### src/rtl/instr_fetch_queue.sv
// Instruction fetch stage: PC, synchronous imem requests, and a prefetch FIFO with redirect flush.
// Optional macro FETCH_JMP_PREDECODE_EN folds JMP (opcode 8'h08) into the PC instead of delivering it.
module instr_fetch_queue #(
  parameter int DEPTH  = 4,
  parameter int ADDR_W = 5
) (
  input  logic              clk,
  input  logic              rst,
  output logic              imem_req,
  output logic [ADDR_W-1:0] imem_addr,
  input  logic [31:0]       imem_rdata,
  input  logic              redirect_valid,
  input  logic [ADDR_W-1:0] redirect_addr,
  output logic              instr_valid,
  output logic [31:0]       instr_data,
  output logic [ADDR_W-1:0] instr_pc,
  input  logic              instr_ready
);

  localparam int PTR_W = $clog2(DEPTH);
  localparam int CNT_W = PTR_W + 1;

  logic [ADDR_W-1:0] pc_q, pc_d;
  logic              inflight_q, inflight_d;
  logic [ADDR_W-1:0] inflight_pc_q, inflight_pc_d;
  logic              squash_q, squash_d;
  logic [CNT_W-1:0]  count_q, count_d;
  logic [PTR_W-1:0]  rd_ptr_q, rd_ptr_d;
  logic [PTR_W-1:0]  wr_ptr_q, wr_ptr_d;
  logic [31:0]       fifo_data_q [DEPTH];
  logic [31:0]       fifo_data_d [DEPTH];
  logic [ADDR_W-1:0] fifo_pc_q [DEPTH];
  logic [ADDR_W-1:0] fifo_pc_d [DEPTH];

  logic              resp_valid;
  logic              jmp_hit;
  logic              credit_ok;
  logic              issue;
  logic              push;
  logic              pop;
  logic [CNT_W:0]    occupancy;

  always_comb begin
    resp_valid = inflight_q && !squash_q;
`ifdef FETCH_JMP_PREDECODE_EN
    jmp_hit    = resp_valid && (imem_rdata[31:24] == 8'h08);
`else
    jmp_hit    = 1'b0;
`endif
    // Registered count and inflight only: a same-cycle pop is not credited.
    occupancy  = {1'b0, count_q} + {{CNT_W{1'b0}}, inflight_q};
    credit_ok  = occupancy < (CNT_W + 1)'(DEPTH);
    issue      = !rst && !redirect_valid && !jmp_hit && credit_ok;
    push       = resp_valid && !jmp_hit && !redirect_valid;
    instr_valid = !rst && (count_q != '0);
    pop        = instr_valid && instr_ready && !redirect_valid;

    imem_req   = issue;
    imem_addr  = rst ? '0 : pc_q;
    instr_data = instr_valid ? fifo_data_q[rd_ptr_q] : 32'h0;
    instr_pc   = instr_valid ? fifo_pc_q[rd_ptr_q] : '0;
  end

  always_comb begin
    pc_d          = pc_q;
    inflight_d    = issue;
    inflight_pc_d = issue ? pc_q : inflight_pc_q;
    // A read issued alongside a redirect or jump would be stale; issue is blocked then, so this stays clear.
    squash_d      = issue && (redirect_valid || jmp_hit);
    count_d       = count_q;
    rd_ptr_d      = rd_ptr_q;
    wr_ptr_d      = wr_ptr_q;
    fifo_data_d   = fifo_data_q;
    fifo_pc_d     = fifo_pc_q;

    if (redirect_valid) begin
      pc_d     = redirect_addr;
      count_d  = '0;
      rd_ptr_d = '0;
      wr_ptr_d = '0;
    end else begin
      if (jmp_hit) begin
        pc_d = imem_rdata[16 +: ADDR_W];
      end else if (issue) begin
        pc_d = pc_q + ADDR_W'(1);
      end
      if (push) begin
        fifo_data_d[wr_ptr_q] = imem_rdata;
        fifo_pc_d[wr_ptr_q]   = inflight_pc_q;
        wr_ptr_d              = wr_ptr_q + PTR_W'(1);
      end
      if (pop) begin
        rd_ptr_d = rd_ptr_q + PTR_W'(1);
      end
      count_d = count_q + CNT_W'(push) - CNT_W'(pop);
    end
  end

  always_ff @(posedge clk) begin
    if (rst) begin
      pc_q          <= '0;
      inflight_q    <= 1'b0;
      inflight_pc_q <= '0;
      squash_q      <= 1'b0;
      count_q       <= '0;
      rd_ptr_q      <= '0;
      wr_ptr_q      <= '0;
    end else begin
      pc_q          <= pc_d;
      inflight_q    <= inflight_d;
      inflight_pc_q <= inflight_pc_d;
      squash_q      <= squash_d;
      count_q       <= count_d;
      rd_ptr_q      <= rd_ptr_d;
      wr_ptr_q      <= wr_ptr_d;
    end
  end

  always_ff @(posedge clk) begin
    fifo_data_q <= fifo_data_d;
    fifo_pc_q   <= fifo_pc_d;
  end

endmodule
### config.mk
export PLATFORM = sky130hd
export DESIGN_NAME = instr_fetch_queue
export DESIGN_NICKNAME = d
export VERILOG_FILES = /design/src/rtl/instr_fetch_queue.sv
export SDC_FILE = /design/constraint.sdc
export NUM_CORES = 1
export LEC_CHECK = 0
export ABC_AREA = 1
export ABC_CLOCK_PERIOD_IN_PS = 6000
export CORE_MARGIN = 2
export CORE_UTILIZATION = 45
export DETAILED_ROUTE_END_ITERATION = 7
export DONT_BUFFER_PORTS = 1
export GPL_TIMING_DRIVEN = 0
export PLACE_DENSITY = 0.61
export SETUP_SLACK_MARGIN = 0.3
export SLEW_MARGIN = 15
export SYNTH_ARGS = -nofsm -noshare
export SYNTH_HDL_FRONTEND = slang
export SYNTH_SLANG_ARGS = --single-unit
### constraint.sdc
create_clock -name clk -period 6 [get_ports clk]
set_input_delay 1.2 -clock clk [delete_from_list [all_inputs] [get_ports clk]]
set_output_delay 1.2 -clock clk [all_outputs]
set_load 0.05 [all_outputs]
==> impl_metrics.toml <==
[global_route]
grt_pass1_wl_um = 22650
gr-usage-all-layers = 0.1887
grt_max_degree = 25
gr-total-overflow = 0
antenna_found_initial = 0
grt_pass1_vias = 4281

[clocking]
cts_root_buf = "clkbuf_16"
postCtsSetupRepairBufs = 0
cts_tree = "done"
cts_max_path_buffers = 2
cts_sinks = 167
clk_latency_ns = 0.43
holdBufCountCts = 0
clkSlewWorstSetupHoldPaths_ns = 0.06
htreeDepth = 4
cts_buffers = 17
ctsResizeCount = 0

[setup_path]
worstPathMaxFanout = 10
end_kind = "output port"
arrival_ns = 2.89
r2r_cells = 10
slowest_stage = "a21oi_1"
critPathKind = "input port to output port"
slowest_delay_ns = 0.92
crit_path_start = "rst"
worstReg2RegEnd = "count_q[2]$_SDFF_PP0_"
required_ns = 4.80
reg2reg_slack_ns = 3.81
path_cells = "buf_6 -> inv_2 -> nand2_1 -> buf_6 -> buf_2 -> a21oi_1"
start_kind = "input port"
crit_end = "instr_data[22]"
r2r_start = "inflight_q$_SDFF_PP0_"
crit_top_cell = "buf_6"

[route]
avgViaCountPerCell = 5.236
first_pass_iters = 4
postRouteAntennaNets = 0
vias = 4199
drtIter0Drc = 297
drc = 0
wirelength_um = 14550
post_drt_wl_per_cell_um = 18.14

[floorplanning]
num_rows = 44
die_width_um = 126.6
dieArea_mm2 = 0.01603
num_io_pins = 85
core_mm2 = 0.01459
start_util = 0.4636
die_h_um = 126.6

[power]
vdd_drop_max_uv = 205.5
p_switching_mw = 0.4758
intPower_mw = 1.856
seq_power_share = 0.550
leakage_nw = 2.678
clkPwrFrac = 0.428
power_frac_comb = 0.022
p_per_area_mw_per_mm2 = 304.7
total_power_mw = 2.332
p_sw_frac = 0.2040

[synth]
ys_warn_count = 0
yosysTopAreaCell = "edfxtp_1"
synth_cells = 582
synthTopCellsByArea = "edfxtp_1, nor2_1, o21ai_0, dfxtp_1, a21oi_1"
avgSynthCellArea_um2 = 11.62
ys_types = 27
synth.top_cell.area_share = 0.6572
ys_seq_elements = 167
netlist_area_mm2 = 0.006763
synth_seq_area_share = 0.7134
synthesis.nets = 632

[final_layout]
layout-drive-gt1-share = 0.1214
fillers = 1230
syn2layout_area_growth_pct = 13.17
nNetsFinal = 655
diodes = 0
post-route-util = 0.5246

[outcome]
outcome = "finished, final reports clean"

[sta]
hold_viol_final = 0
setup_viol = 0
period_share = 0.6810
drv_slew = 0
rsz0062_at_grt = "false"
clock.fmax_mhz = 244.7
min_period_ns = 4.086
fin_skew_ns = 0.005440
tightest_slew_ns = 1.181
relSlewSlack = 0.2153
finalSetupTns_ns = 0

[flow_run]
cap_violations = 0

[hold_path]
hold_path_class = "flip-flop to flip-flop"

[place]
gp_congestion = 0.7989
portBuffers = 0
hpwlAfterDp_um = 9423
routing by layer:
| metal | up-vias | GRT usage | part of all wire |
|---|---|---|---|
| met5 | - | 0 | 0 |
| met4 | 0 | 0.07240 | 0.012 |
| met3 | 13 | 0.06580 | 0.075 |
| met2 | 108 | 0.3249 | 0.50 |
| met1 | 2017 | 0.2170 | 0.41 |
| li1 | 2061 | - | - |
layout make-up:
| class | instances | area (µm²) | share of cell area |
|---|---|---|---|
| repair buffers | 4 | 87.58 | 0.01144 |
| inverters | 29 | 110.1 | 0.01439 |
| plain buffers | 31 | 182.7 | 0.02387 |
| flip-flops and latches | 167 | 4825 | 0.6304 |
| clock inverters | 12 | 106.4 | 0.01390 |
| well taps | 184 | 230.2 | 0.03008 |
| multi-input cells | 355 | 1675 | 0.2189 |
| clock buffers | 20 | 436.7 | 0.05705 |
layout by cell type (no fill, tap or decap), drive strengths merged, types with 13 or more instances in the layout:
cell and n:
o21ai 89, a21oi 41, nand3 13, edfxtp 148
buf 25, nand2 26, inv 28, clkbuf 30
dfxtp 19, nor2 173
worst max-delay path, delay by kind of cell:
kind / cells / cell delay, ns
AO/OA/AOI/OAI: 1 / 0.92
buffers and inverters: 4 / 0.62
AND/OR/NAND/NOR: 1 / 0.14
how the worst min path moves through the flow:
stage	startpoint	endpoint	slack (ns)	depth (start not counted)
2_1_floorplan	inflight_pc_q[0]$_SDFFE_PP0P_	fifo_pc_q[0]$_DFFE_PP_	0.46	0
3_3_place_gp	inflight_pc_q[1]$_SDFFE_PP0P_	fifo_pc_q[1]$_DFFE_PP_	0.48	0
3_5_place_dp	inflight_pc_q[1]$_SDFFE_PP0P_	fifo_pc_q[6]$_DFFE_PP_	0.49	0
4_1_cts	inflight_pc_q[3]$_SDFFE_PP0P_	fifo_pc_q[3]$_DFFE_PP_	0.50	0
5_1_grt	inflight_pc_q[1]$_SDFFE_PP0P_	fifo_pc_q[6]$_DFFE_PP_	0.54	0
6_report	inflight_pc_q[1]$_SDFFE_PP0P_	fifo_pc_q[6]$_DFFE_PP_	0.50	0
power by group through the flow:
stage	Sequential (mW)	Clock [mW]	Combinational, mW
final	1.28	0.998	0.0510
after global routing	1.28	1.06	0.0573
after CTS	1.28	1.01	0.0518
after detailed placement	1.31	0	0.0516
after global placement	1.31	0	0.0483
after floorplan	1.31	0	0.0415
sequential cells by signal, indices dropped and copies added (netlist names):
register / count
fifo_data_q: 128
fifo_pc_q: 20
inflight_pc_q: 5
pc_q: 5
count_q: 3
rd_ptr_q: 2
wr_ptr_q: 2
inflight_q: 1
squash_q: 1
cell usage after synthesis, drive strengths merged:
master	number
inv	28
o21ai	89
dfxtp	19
nand2	26
ha	8
nor2	173
clkinv	1
fa	1
xnor2	1
buf	21
nand3	13
conb	1
edfxtp	148
and3	1
nand4	1
clkbuf	10
a21oi	41
kinds of logic (layout without fill, tap and decap cells):
group	after synthesis	in the layout	synth area share
and+or+nand+nor	214	214	0.1269
AOI/OAI and AO/OA	130	130	0.09676
adders and majority gates	9	9	0.01776
xor gates and xnor gates	1	1	0.001295
other	1	1	0.0005545
DFF	167	167	0.7134
buffers and inverters	60	96	0.04329
per-stage QoR:
step / worst slack [ns] / instance area, µm² / instances / hold slack, ns
2_1_floorplan: 2.240 / 6763 / 582 / 0.4608
5_1_grt: 1.842 / 7654 / 802 / 0.5360
3_3_place_gp: 0.9164 / 6993 / 766 / 0.4837
3_5_place_dp: 1.921 / 7111 / 770 / 0.4914
6_report: 1.914 / 7654 / 802 / 0.4988
4_1_cts: 1.920 / 7654 / 802 / 0.5049
(Power assumes the default switching activity.)
